`config.mk`:
```
export PLATFORM = sky130hd
export DESIGN_NAME = param_sync_fifo
export DESIGN_NICKNAME = d
export VERILOG_FILES = /design/src/rtl/param_sync_fifo.sv
export SDC_FILE = /design/constraint.sdc
export NUM_CORES = 1
export LEC_CHECK = 0
export ABC_AREA = 1
export CAP_MARGIN = 5
export CORE_MARGIN = 5
export CORE_UTILIZATION = 35
export DETAILED_ROUTE_END_ITERATION = 10
export DONT_BUFFER_PORTS = 1
export GPL_TIMING_DRIVEN = 0
export SKIP_LAST_GASP = 1
export SYNTH_ARGS = -nofsm -noshare
export SYNTH_HDL_FRONTEND = slang
export SYNTH_SLANG_ARGS = --single-unit
```
`constraint.sdc`:
```
create_clock -name clk -period 3.2 [get_ports clk]
set_clock_uncertainty 0.05 [all_clocks]
set_input_delay 0 -clock clk [delete_from_list [all_inputs] [get_ports clk]]
set_output_delay 0 -clock clk [all_outputs]
set_load 0.05 [all_outputs]
```
`src/rtl/param_sync_fifo.sv`:
```
// Single-clock FIFO for any depth >= 2, with programmable almost-full/almost-empty
// thresholds, an occupancy count and an optional first-word-fall-through read port.
module param_sync_fifo #(
  parameter int DATA_WIDTH   = 16,
  parameter int FIFO_DEPTH   = 8,
  parameter int AFULL_LEVEL  = FIFO_DEPTH - 2,
  parameter int AEMPTY_LEVEL = 1,
  parameter bit FWFT         = 1'b0,
  localparam int CW          = $clog2(FIFO_DEPTH + 1)
) (
  input  logic                  clk,
  input  logic                  rst_n,
  input  logic [DATA_WIDTH-1:0] data_in,
  input  logic                  wr_en,
  input  logic                  rd_en,
  output logic [DATA_WIDTH-1:0] data_out,
  output logic                  wr_ack,
  output logic                  overflow,
  output logic                  underflow,
  output logic                  full,
  output logic                  empty,
  output logic                  almostfull,
  output logic                  almostempty,
  output logic [CW-1:0]         count
);

  localparam int             PW      = $clog2(FIFO_DEPTH);
  localparam logic [CW-1:0]  DEPTH_C = CW'(FIFO_DEPTH);
  localparam logic [CW-1:0]  AF_C    = CW'(AFULL_LEVEL);
  localparam logic [CW-1:0]  AE_C    = CW'(AEMPTY_LEVEL);
  localparam logic [PW-1:0]  LAST_C  = PW'(FIFO_DEPTH - 1);

  logic [DATA_WIDTH-1:0] r_mem [FIFO_DEPTH];
  logic [PW-1:0]         r_wr_ptr, r_rd_ptr;
  logic [CW-1:0]         r_count;
  logic                  r_wr_ack, r_overflow, r_underflow;
  logic                  w_full, w_empty, w_wr_acc, w_rd_acc;

  // All flags derive from the registered count only, so they never disagree.
  assign w_full   = (r_count == DEPTH_C);
  assign w_empty  = (r_count == '0);
  assign w_wr_acc = wr_en & ~w_full;
  assign w_rd_acc = rd_en & ~w_empty;

  assign full        = w_full;
  assign empty       = w_empty;
  assign almostfull  = (r_count >= AF_C) & ~w_full;
  assign almostempty = ~w_empty & (r_count <= AE_C);
  assign count       = r_count;
  assign wr_ack      = r_wr_ack;
  assign overflow    = r_overflow;
  assign underflow   = r_underflow;

  always_ff @(posedge clk) begin
    if (w_wr_acc) r_mem[r_wr_ptr] <= data_in;
  end

  // Explicit wrap: depth need not be a power of two.
  always_ff @(posedge clk or negedge rst_n) begin
    if (!rst_n) begin
      r_wr_ptr    <= '0;
      r_rd_ptr    <= '0;
      r_count     <= '0;
      r_wr_ack    <= 1'b0;
      r_overflow  <= 1'b0;
      r_underflow <= 1'b0;
    end else begin
      if (w_wr_acc) r_wr_ptr <= (r_wr_ptr == LAST_C) ? '0 : r_wr_ptr + 1'b1;
      if (w_rd_acc) r_rd_ptr <= (r_rd_ptr == LAST_C) ? '0 : r_rd_ptr + 1'b1;
      case ({w_wr_acc, w_rd_acc})
        2'b10:   r_count <= r_count + 1'b1;
        2'b01:   r_count <= r_count - 1'b1;
        default: r_count <= r_count;
      endcase
      r_wr_ack    <= w_wr_acc;
      r_overflow  <= wr_en & w_full;
      r_underflow <= rd_en & w_empty;
    end
  end

  if (FWFT) begin : g_fwft
    assign data_out = w_empty ? '0 : r_mem[r_rd_ptr];
  end else begin : g_std
    logic [DATA_WIDTH-1:0] r_dout;
    always_ff @(posedge clk or negedge rst_n) begin
      if (!rst_n)        r_dout <= '0;
      else if (w_rd_acc) r_dout <= r_mem[r_rd_ptr];
    end
    assign data_out = r_dout;
  end

endmodule

```
==> results.env, run 1 <==
RUN_STATUS='complete, no violations'
NUM_ROWS=51
PLACE_WS_PS=-75.31
DIEWIDTH_UM=149.4
DEPTH_OF_THE_MOST_CRITICAL_REG_TO_REG_PATH=10
DESIGN.DIE.AREA_UM2=22320
SYNTHESIS.INSTANCES=653
SYN-NUM-NETS=683
POST-ROUTE-MIN-PERIOD_PS=2984
TIMING.RR.END='r_mem[1][6]$_DFFE_PP_'
POWER_DENSITY_nW_PER_UM2=953.7
CRITPATHCAPTURE='r_mem[1][6]$_DFFE_PP_'
PORTBUFFERS=0
TRITONCTS='built'
TIMING.SETUP.CRITICAL_PATH_CLASS='reg -> reg'
GRT_SETUP_UNREPAIRED='true'
NFILLCELLS=1856
GRT_START_MAX_NET_PINS=30
CLK_PATH_BUF_DEPTH=2
POST_SYNTHESIS_SEQUENTIAL_AREA_RATIO=0.6717
GRT.TOTAL_USAGE=0.1533
ROUTE.ANTENNA.REMAINING_NETS=0
GRT_PASS1_WL_MM=25.01
ANTENNA_CELLS=0
TIMING.HOLD.WORST.CLASS='in -> async'
CTS_BUF_COUNT=17
FINAL-MAX-SLEW-VIOLATION-COUNT=0
FINAL_STANDARD_CELL_COUNT_WITH_TAPS_INCLUDED_AND_FILLERS_EXCLUDED=974
DETAIL_ROUTE.VIAS_PER_CELL=4.514
GRT_OVERFLOW_TOTAL=0
IR_DROP_uV=410.5
ROUTE.DETAILED.DRC=0
CTS_HTREE_LEVELS=4
TIMING.FMAX_GHz=0.3351
DETAILEDPLACEMENTHPWL_MM=10.08
P_LEAK_nW=3.487
TOP_LEVEL_PORTS=47
CLK_PIN_SLEW_WORST_PATHS_PS=60
FFS_LATCHES_SYNTH=157
ANTENNA_FOUND_INITIAL=1
CORE_AREA_UM2=19270
FIRST_GLOBAL_VIAS=4322
WL_PER_CELL_UM=16.60
FINAL_NET_COUNT=726
YS_TYPES=25
DR_TOTAL_VIAS=4397
YS_WARN_COUNT=0
SETUP_VIOL=0
WORST-ENDPOINT-ARRIVAL_PS=3070
WORST-ENDPOINT-REQUIRED_PS=3290
TIMING.RR.START='count[0]$_DFFE_PN0P_'
INITIALDRTVIOLATIONCOUNT=305
FINAL.PERIOD_UTILIZATION=0.9325
SYN_AVG_CELL_AREA_UM2=10.42
START_UTIL=0.3530
WORST_SETUP_PATH_STARTPOINT='count[0]$_DFFE_PN0P_'
DRT_FIRST_PASS_ITERS=5
SLEW_HEADROOM=0.3628
ENDPOINT_KIND='flip-flop'
DIE_H_UM=149.4
SYNTH.CELL_AREA_UM2=6803
FRACTION_OF_FINAL_LAYOUT_CELLS_WITH_DRIVE_STRENGTH_GREATER_THAN_1=0.1086
PLACE.GP.CONGESTION=0.7574
POST-ROUTE-WORST-SETUP-SLACK_PS=215.9
MAX_CAP_VIOL_COUNT=0
REGTOREGSETUPSLACK_PS=220
FINISH.UTILIZATION=0.4158
PLACED_CELLS_INCL_TAPS=922
CTS.ROOT.BUFFER_CELL='sky130_fd_sc_hd__clkbuf_16'
FINALHOLDVIOLCOUNT=0
WORST_SKEW_PAIR.LATE_LATENCY_PS=430
WORST_PIN_SLEW_PS=949.4
CP_MAX_FO=10
CRITICAL_PATH.STARTPOINT_TYPE='flip-flop'
FINAL.HOLD.WORST_SLACK_PS=9.390
TOTAL_ROUTED_WIRELENGTH_MM=16.17
SYNTHTOLAYOUTAREAGROWTH_PCT=17.79
CLOCK_SINK_COUNT=157
metal layers:
| metal | up-vias | track usage | wire length [um] |
|---|---|---|---|
| met5 | - | 0 | 13 |
| met4 | 2 | 0.06041 | 343 |
| met3 | 27 | 0.03846 | 1167 |
| met2 | 143 | 0.2439 | 7394 |
| met1 | 2042 | 0.2024 | 7252 |
| li1 | 2183 | - | - |
report_power, final:
part	switching (mW)	leakage (nW)	total (mW)	internal, mW
logic	1.64	1.69	2.36	0.720
registers	0.689	1.51	3.30	2.62
clock network	0.882	0.283	1.98	1.10
cells in the final DEF, fill, tap and decap left out:
master | synthesis | routed
sky130_fd_sc_hd__nor2_4 | 2 | 7
sky130_fd_sc_hd__nand2_4 | 1 | 1
sky130_fd_sc_hd__buf_4 | 7 | 7
sky130_fd_sc_hd__o21ai_0 | 12 | 11
sky130_fd_sc_hd__buf_2 | 11 | 11
sky130_fd_sc_hd__inv_2 | 4 | 4
sky130_fd_sc_hd__clkinv_4 | 0 | 2
sky130_fd_sc_hd__nor2_1 | 12 | 8
sky130_fd_sc_hd__xnor2_1 | 2 | 2
sky130_fd_sc_hd__o21ai_1 | 0 | 1
sky130_fd_sc_hd__xor2_1 | 1 | 1
sky130_fd_sc_hd__buf_6 | 3 | 3
sky130_fd_sc_hd__clkbuf_1 | 4 | 4
sky130_fd_sc_hd__nor2_2 | 5 | 4
sky130_fd_sc_hd__nand2_2 | 3 | 3
sky130_fd_sc_hd__clkbuf_16 | 0 | 17
sky130_fd_sc_hd__buf_12 | 1 | 2
sky130_fd_sc_hd__inv_6 | 0 | 8
sky130_fd_sc_hd__dlygate4sd3_1 | 0 | 19
sky130_fd_sc_hd__buf_1 | 1 | 1
sky130_fd_sc_hd__bufinv_16 | 0 | 1
sky130_fd_sc_hd__inv_1 | 110 | 110
sky130_fd_sc_hd__o21a_1 | 1 | 1
sky130_fd_sc_hd__edfxtp_1 | 128 | 128
sky130_fd_sc_hd__or2_4 | 1 | 1
sky130_fd_sc_hd__nand3_1 | 97 | 97
sky130_fd_sc_hd__buf_8 | 0 | 4
sky130_fd_sc_hd__nand4_1 | 1 | 1
sky130_fd_sc_hd__clkinv_1 | 1 | 3
sky130_fd_sc_hd__ha_1 | 10 | 10
sky130_fd_sc_hd__dfrtp_1 | 29 | 29
sky130_fd_sc_hd__nand2_1 | 206 | 206
sky130_fd_sc_hd__inv_8 | 0 | 2
flip-flops by register name (all words and copies together), names as in the netlist:
name	flops
r_wr_ptr	3
data_out	16
wr_ack	1
r_rd_ptr	3
underflow	1
count	4
r_mem	128
overflow	1
cell families after synthesis:
group                    synth area share
AND/OR/NAND/NOR                    0.2062
flip-flops                         0.6717
buffers and inverters             0.08994
AO/OA/AOI/OAI                    0.009933
adder cells (fa/ha/maj)           0.01839
XOR/XNOR                         0.003863
stage by stage:
stage	TNS [ps]	power, mW	area, um2
floorplan	0	4.882	6803
global placement	-31180	5.565	7134
detailed placement	-2413	5.639	7204
CTS	-221.1	7.690	8003
global route	-33.05	8.088	8013
finish	0	7.642	8013
worst min-delay path by stage:
stage | endpoint | slack, ps | cells after the start
6_report | data_out[6]$_DFFE_PN0P_ | 9 | 2
5_1_grt | data_out[10]$_DFFE_PN0P_ | 50 | 2
4_1_cts | data_out[6]$_DFFE_PN0P_ | 4 | 2
3_5_place_dp | data_out[3]$_DFFE_PN0P_ | -340 | 0
3_3_place_gp | data_out[3]$_DFFE_PN0P_ | -340 | 0
2_1_floorplan | count[0]$_DFFE_PN0P_ | -350 | 0
Yosys cell counts:
library cell,number,area [um2]
sky130_fd_sc_hd__nand2_1,206,773.2
sky130_fd_sc_hd__xnor2_1,2,17.52
sky130_fd_sc_hd__buf_4,7,52.55
sky130_fd_sc_hd__nand3_1,97,485.5
sky130_fd_sc_hd__nand2_2,3,18.77
sky130_fd_sc_hd__nand2_4,1,11.26
sky130_fd_sc_hd__buf_12,1,20.02
sky130_fd_sc_hd__edfxtp_1,128,3844
sky130_fd_sc_hd__o21ai_0,12,60.06
sky130_fd_sc_hd__inv_2,4,15.01
sky130_fd_sc_hd__buf_2,11,55.05
sky130_fd_sc_hd__nor2_4,2,22.52
sky130_fd_sc_hd__dfrtp_1,29,725.7
sky130_fd_sc_hd__or2_4,1,8.760
sky130_fd_sc_hd__buf_6,3,33.78
sky130_fd_sc_hd__nor2_2,5,31.28
sky130_fd_sc_hd__o21a_1,1,7.510
sky130_fd_sc_hd__nor2_1,12,45.04
sky130_fd_sc_hd__clkinv_1,1,3.750
sky130_fd_sc_hd__clkbuf_1,4,15.01
sky130_fd_sc_hd__inv_1,110,412.9
sky130_fd_sc_hd__ha_1,10,125.1
sky130_fd_sc_hd__nand4_1,1,6.260
sky130_fd_sc_hd__xor2_1,1,8.760
sky130_fd_sc_hd__buf_1,1,3.750
timing repair:
| action | 4_1_cts | 5_1_grt |
|---|---|---|
| pin swaps | 0 | 0 |
| gates cloned | 0 | 0 |
| endpoints found under the setup margin | 48 | 24 |
| resized for setup | 3 | 2 |
| hold buffers | 20 | 0 |
| setup buffers | 0 | 0 |
| endpoints found under the hold margin | 184 | 0 |
area by class of cell:
cell class	count	area [um2]	share of cell area
multi-input cells	354	1657	0.2067
plain buffers	27	180.2	0.02249
flip-flops and latches	157	4569	0.5703
well taps	265	331.6	0.04138
repair buffers	24	270.3	0.03373
clock inverters	15	147.6	0.01843
inverters	115	431.7	0.05387
clock buffers	17	425.4	0.05309
critical path: stages, from the launching register on:
cell	delay [ps]
sky130_fd_sc_hd__dfrtp_1	770
sky130_fd_sc_hd__inv_1	190
sky130_fd_sc_hd__ha_1	240
sky130_fd_sc_hd__inv_1	120
sky130_fd_sc_hd__nor2_1	90
sky130_fd_sc_hd__nand2_2	120
sky130_fd_sc_hd__nand2_2	100
sky130_fd_sc_hd__inv_2	110
sky130_fd_sc_hd__nand2_1	200
sky130_fd_sc_hd__nor2_2	470
sky130_fd_sc_hd__buf_8	230
(Power assumes the default switching activity.)
==> run 2, diff against run 1 <==
--- a/config.mk
+++ b/config.mk
@@ -5,7 +5,6 @@
 export SDC_FILE = /design/constraint.sdc
 export NUM_CORES = 1
 export LEC_CHECK = 0
-export ABC_AREA = 1
 export CAP_MARGIN = 5
 export CORE_MARGIN = 5
 export CORE_UTILIZATION = 35
@@ -16,3 +15,4 @@
 export SYNTH_ARGS = -nofsm -noshare
 export SYNTH_HDL_FRONTEND = slang
 export SYNTH_SLANG_ARGS = --single-unit
+export TNS_END_PERCENT = 50
==> results.env, run 2 <==
CORE_AREA_UM2=17900
GRT_PASS1_WL_MM=21.03
TIMING.SETUP.CRITICAL_PATH_CLASS='reg -> reg'
YOSYSTOPAREACELL='sky130_fd_sc_hd__edfxtp_1'
SYNTH_FLOP_CELL='sky130_fd_sc_hd__edfxtp_1'
POST_SYNTHESIS_SEQUENTIAL_AREA_RATIO=0.7217
REGISTERS.TOP_BY_FF_COUNT='r_mem'
TIMING.RR.END='r_mem[2][10]$_DFFE_PP_'
NUM_ROWS=49
CLK_PATH_BUF_DEPTH=2
POST_SYNTH_MOST_FREQUENT_CELLS='sky130_fd_sc_hd__edfxtp_1, sky130_fd_sc_hd__mux2_2, sky130_fd_sc_hd__mux2i_1'
IR_DROP_uV=540.6
TIMING.CRITICAL_PATH.BUF_INV=2
DESIGN.DIE.AREA_UM2=20880
GRT_START_MAX_NET_PINS=30
REGTOREGSETUPSLACK_PS=270
ANTENNA_CELLS=0
DETAIL_ROUTE.VIAS_PER_CELL=5.108
CRITICAL_PATH.STARTPOINT_TYPE='flip-flop'
RUN_STATUS='complete, no violations'
PORTBUFFERS=0
FINALHOLDVIOLCOUNT=0
SYN_AVG_CELL_AREA_UM2=17.35
FINAL_CELL_MIX='sky130_fd_sc_hd__edfxtp_1, sky130_fd_sc_hd__mux2_2, sky130_fd_sc_hd__mux2i_1'
SYNTH.TOP_CELLS.BY_AREA='sky130_fd_sc_hd__edfxtp_1, sky130_fd_sc_hd__dfrtp_1, sky130_fd_sc_hd__mux2_2, sky130_fd_sc_hd__mux2i_1, sky130_fd_sc_hd__o31ai_2'
WORST_PIN_SLEW_PS=1176
WORST_PATH_LARGEST_CELL_DELAY_PS=810
TIMING.FMAX_GHz=0.3409
SYNTH-ASYNC-RESET-RATIO=0.1847
TIMING.RR.START='count[0]$_DFFE_PN0P_'
SLEW_HEADROOM=0.2095
DRT_FIRST_PASS_ITERS=4
SETUP_VIOL=0
SYNTHESIS.INSTANCES=365
ANTENNA_FOUND_INITIAL=0
DIE_H_UM=144.5
DIEWIDTH_UM=144.5
ROUTE.ANTENNA.REMAINING_NETS=0
FINAL-MAX-SLEW-VIOLATION-COUNT=0
WORSTPATHCELLLIST='inv_1 -> ha_1 -> nand3b_1 -> nand2_1 -> nor3_2 -> buf_6'
DETAILEDPLACEMENTHPWL_MM=9.021
GRT_OVERFLOW_TOTAL=0
SYN-NUM-NETS=395
CP_MAX_FO=9
FRACTION_OF_FINAL_LAYOUT_CELLS_WITH_DRIVE_STRENGTH_GREATER_THAN_1=0.2710
SYNTHMOSTINSTANTIATEDCELL='sky130_fd_sc_hd__edfxtp_1'
CTS.ROOT.BUFFER_CELL='sky130_fd_sc_hd__clkbuf_16'
FINAL.SETUP.TNS_PS=0
TOP_LEVEL_PORTS=47
GRT.TOTAL_USAGE=0.1400
WORST_SKEW_PAIR.LATE_LATENCY_PS=420
LAYOUT.CELLS.MOST_COMMON='sky130_fd_sc_hd__edfxtp_1'
FINAL_NET_COUNT=445
PLACE_WS_PS=18.41
LARGEST_REGISTER_FF_COUNT=128
WL_PER_CELL_UM=21.06
CRITPATHCAPTURE='r_mem[2][10]$_DFFE_PP_'
CTS_HTREE_LEVELS=4
WORST_SETUP_PATH_STARTPOINT='count[0]$_DFFE_PN0P_'
MAX_CAP_VIOL_COUNT=0
SYNTH.CELL_AREA_UM2=6331
DR_TOTAL_VIAS=3356
CRITICAL_PATH_DEPTH=6
INITIALDRTVIOLATIONCOUNT=193
POWER_DENSITY_nW_PER_UM2=988.8
WORST-ENDPOINT-REQUIRED_PS=3280
P_LEAK_nW=2.731
TRITONCTS='built'
CTS_BUF_COUNT=17
DEPTH_OF_THE_MOST_CRITICAL_REG_TO_REG_PATH=6
CP_TOP_FAMILY='simple AND/OR/NAND/NOR gates'
POST-ROUTE-MIN-PERIOD_PS=2934
WORST_PATH_MAX_DELAY_CELL='sky130_fd_sc_hd__nor3_2'
ENDPOINT_KIND='flip-flop'
TIMING.HOLD.WORST.CLASS='in -> async'
CLOCK_SINK_COUNT=157
ROUTE.DETAILED.DRC=0
START_UTIL=0.3536
FINAL.PERIOD_UTILIZATION=0.9167
SYNTH_TOP_AREA_FRAC=0.6071
WORST-ENDPOINT-ARRIVAL_PS=3010
SYNTHTOLAYOUTAREAGROWTH_PCT=20.75
FINISH.UTILIZATION=0.4270
POST-ROUTE-WORST-SETUP-SLACK_PS=266.4
GRT_SETUP_UNREPAIRED='false'
POST_SYNTH_EDFFS=128
TOTAL_POWER_mW=7.559
YS_WARN_COUNT=0
PLACE.GP.CONGESTION=0.7845
FFS_LATCHES_SYNTH=157
CLK_PIN_SLEW_WORST_PATHS_PS=60
TOTAL_ROUTED_WIRELENGTH_MM=13.84
YS_TYPES=32
FIRST_GLOBAL_VIAS=3530
## run 2: logic make-up after synthesis
kind of cell | count (synthesis) | synth area share
xor gates and xnor gates | 4 | 0.005535
AOI/OAI and AO/OA | 68 | 0.08261
muxes | 71 | 0.1198
adders and majority gates | 10 | 0.01976
and+or+nand+nor | 30 | 0.02707
buffers and inverters | 25 | 0.02352
DFF | 157 | 0.7217
## run 2: timing repair
item,4_1_cts,5_1_grt
gates resized for setup,0,3
hold buffers,21,0
endpoints found under the setup margin,2,52
setup buffers,0,2
endpoints found under the hold margin,179,0
## run 2: final cells by class
cell class                      count  area, um2
Clock inverter                     13      150.1
Multi-Input combinational cell    183       1668
Fill cell                        1593      10260
Tap cell                          229      286.5
Clock buffer                       19      452.9
Timing Repair Buffer               31      366.6
Sequential cell                   157       4572
Buffer                             18      122.6
Inverter                            7      26.28
## run 2: worst register-to-register path: stages (launching register included)
cell	delay [ps]
sky130_fd_sc_hd__dfrtp_2	590
sky130_fd_sc_hd__inv_1	150
sky130_fd_sc_hd__ha_1	280
sky130_fd_sc_hd__nand3b_1	150
sky130_fd_sc_hd__nand2_1	340
sky130_fd_sc_hd__nor3_2	810
sky130_fd_sc_hd__buf_6	270
## run 2: worst min path at each step
stage / end / cells past startpoint
5_1_grt: data_out[0]$_DFFE_PN0P_ / 3
6_report: data_out[0]$_DFFE_PN0P_ / 3
4_1_cts: data_out[0]$_DFFE_PN0P_ / 3
2_1_floorplan: count[0]$_DFFE_PN0P_ / 0
3_5_place_dp: data_out[0]$_DFFE_PN0P_ / 0
3_3_place_gp: data_out[0]$_DFFE_PN0P_ / 0
## run 2: metrics by stage
stage	cell area [um2]	cells	hold WS (ps)
after floorplan	6337	365	-345.6
after global placement	6624	594	-344.6
after detailed placement	6775	602	-344.6
after CTS	7609	655	38.58
after global routing	7645	657	46.53
final	7645	657	40.42
## run 2: report_power, final
part / switching (mW) / leakage (nW) / internal [mW] / total, mW
logic: 1.24 / 0.926 / 0.910 / 2.15
registers: 0.750 / 1.51 / 2.64 / 3.39
clock network: 0.816 / 0.297 / 1.21 / 2.02
## run 2: per-layer routing
| layer | track usage | routed length [um] | vias to the layer above |
|---|---|---|---|
| met4 | 0.05155 | 277 | 0 |
| met1 | 0.1730 | 5860 | 1720 |
| met2 | 0.2290 | 6957 | 78 |
| li1 | - | - | 1535 |
| met3 | 0.04762 | 743 | 23 |
| met5 | 0 | 0 | - |
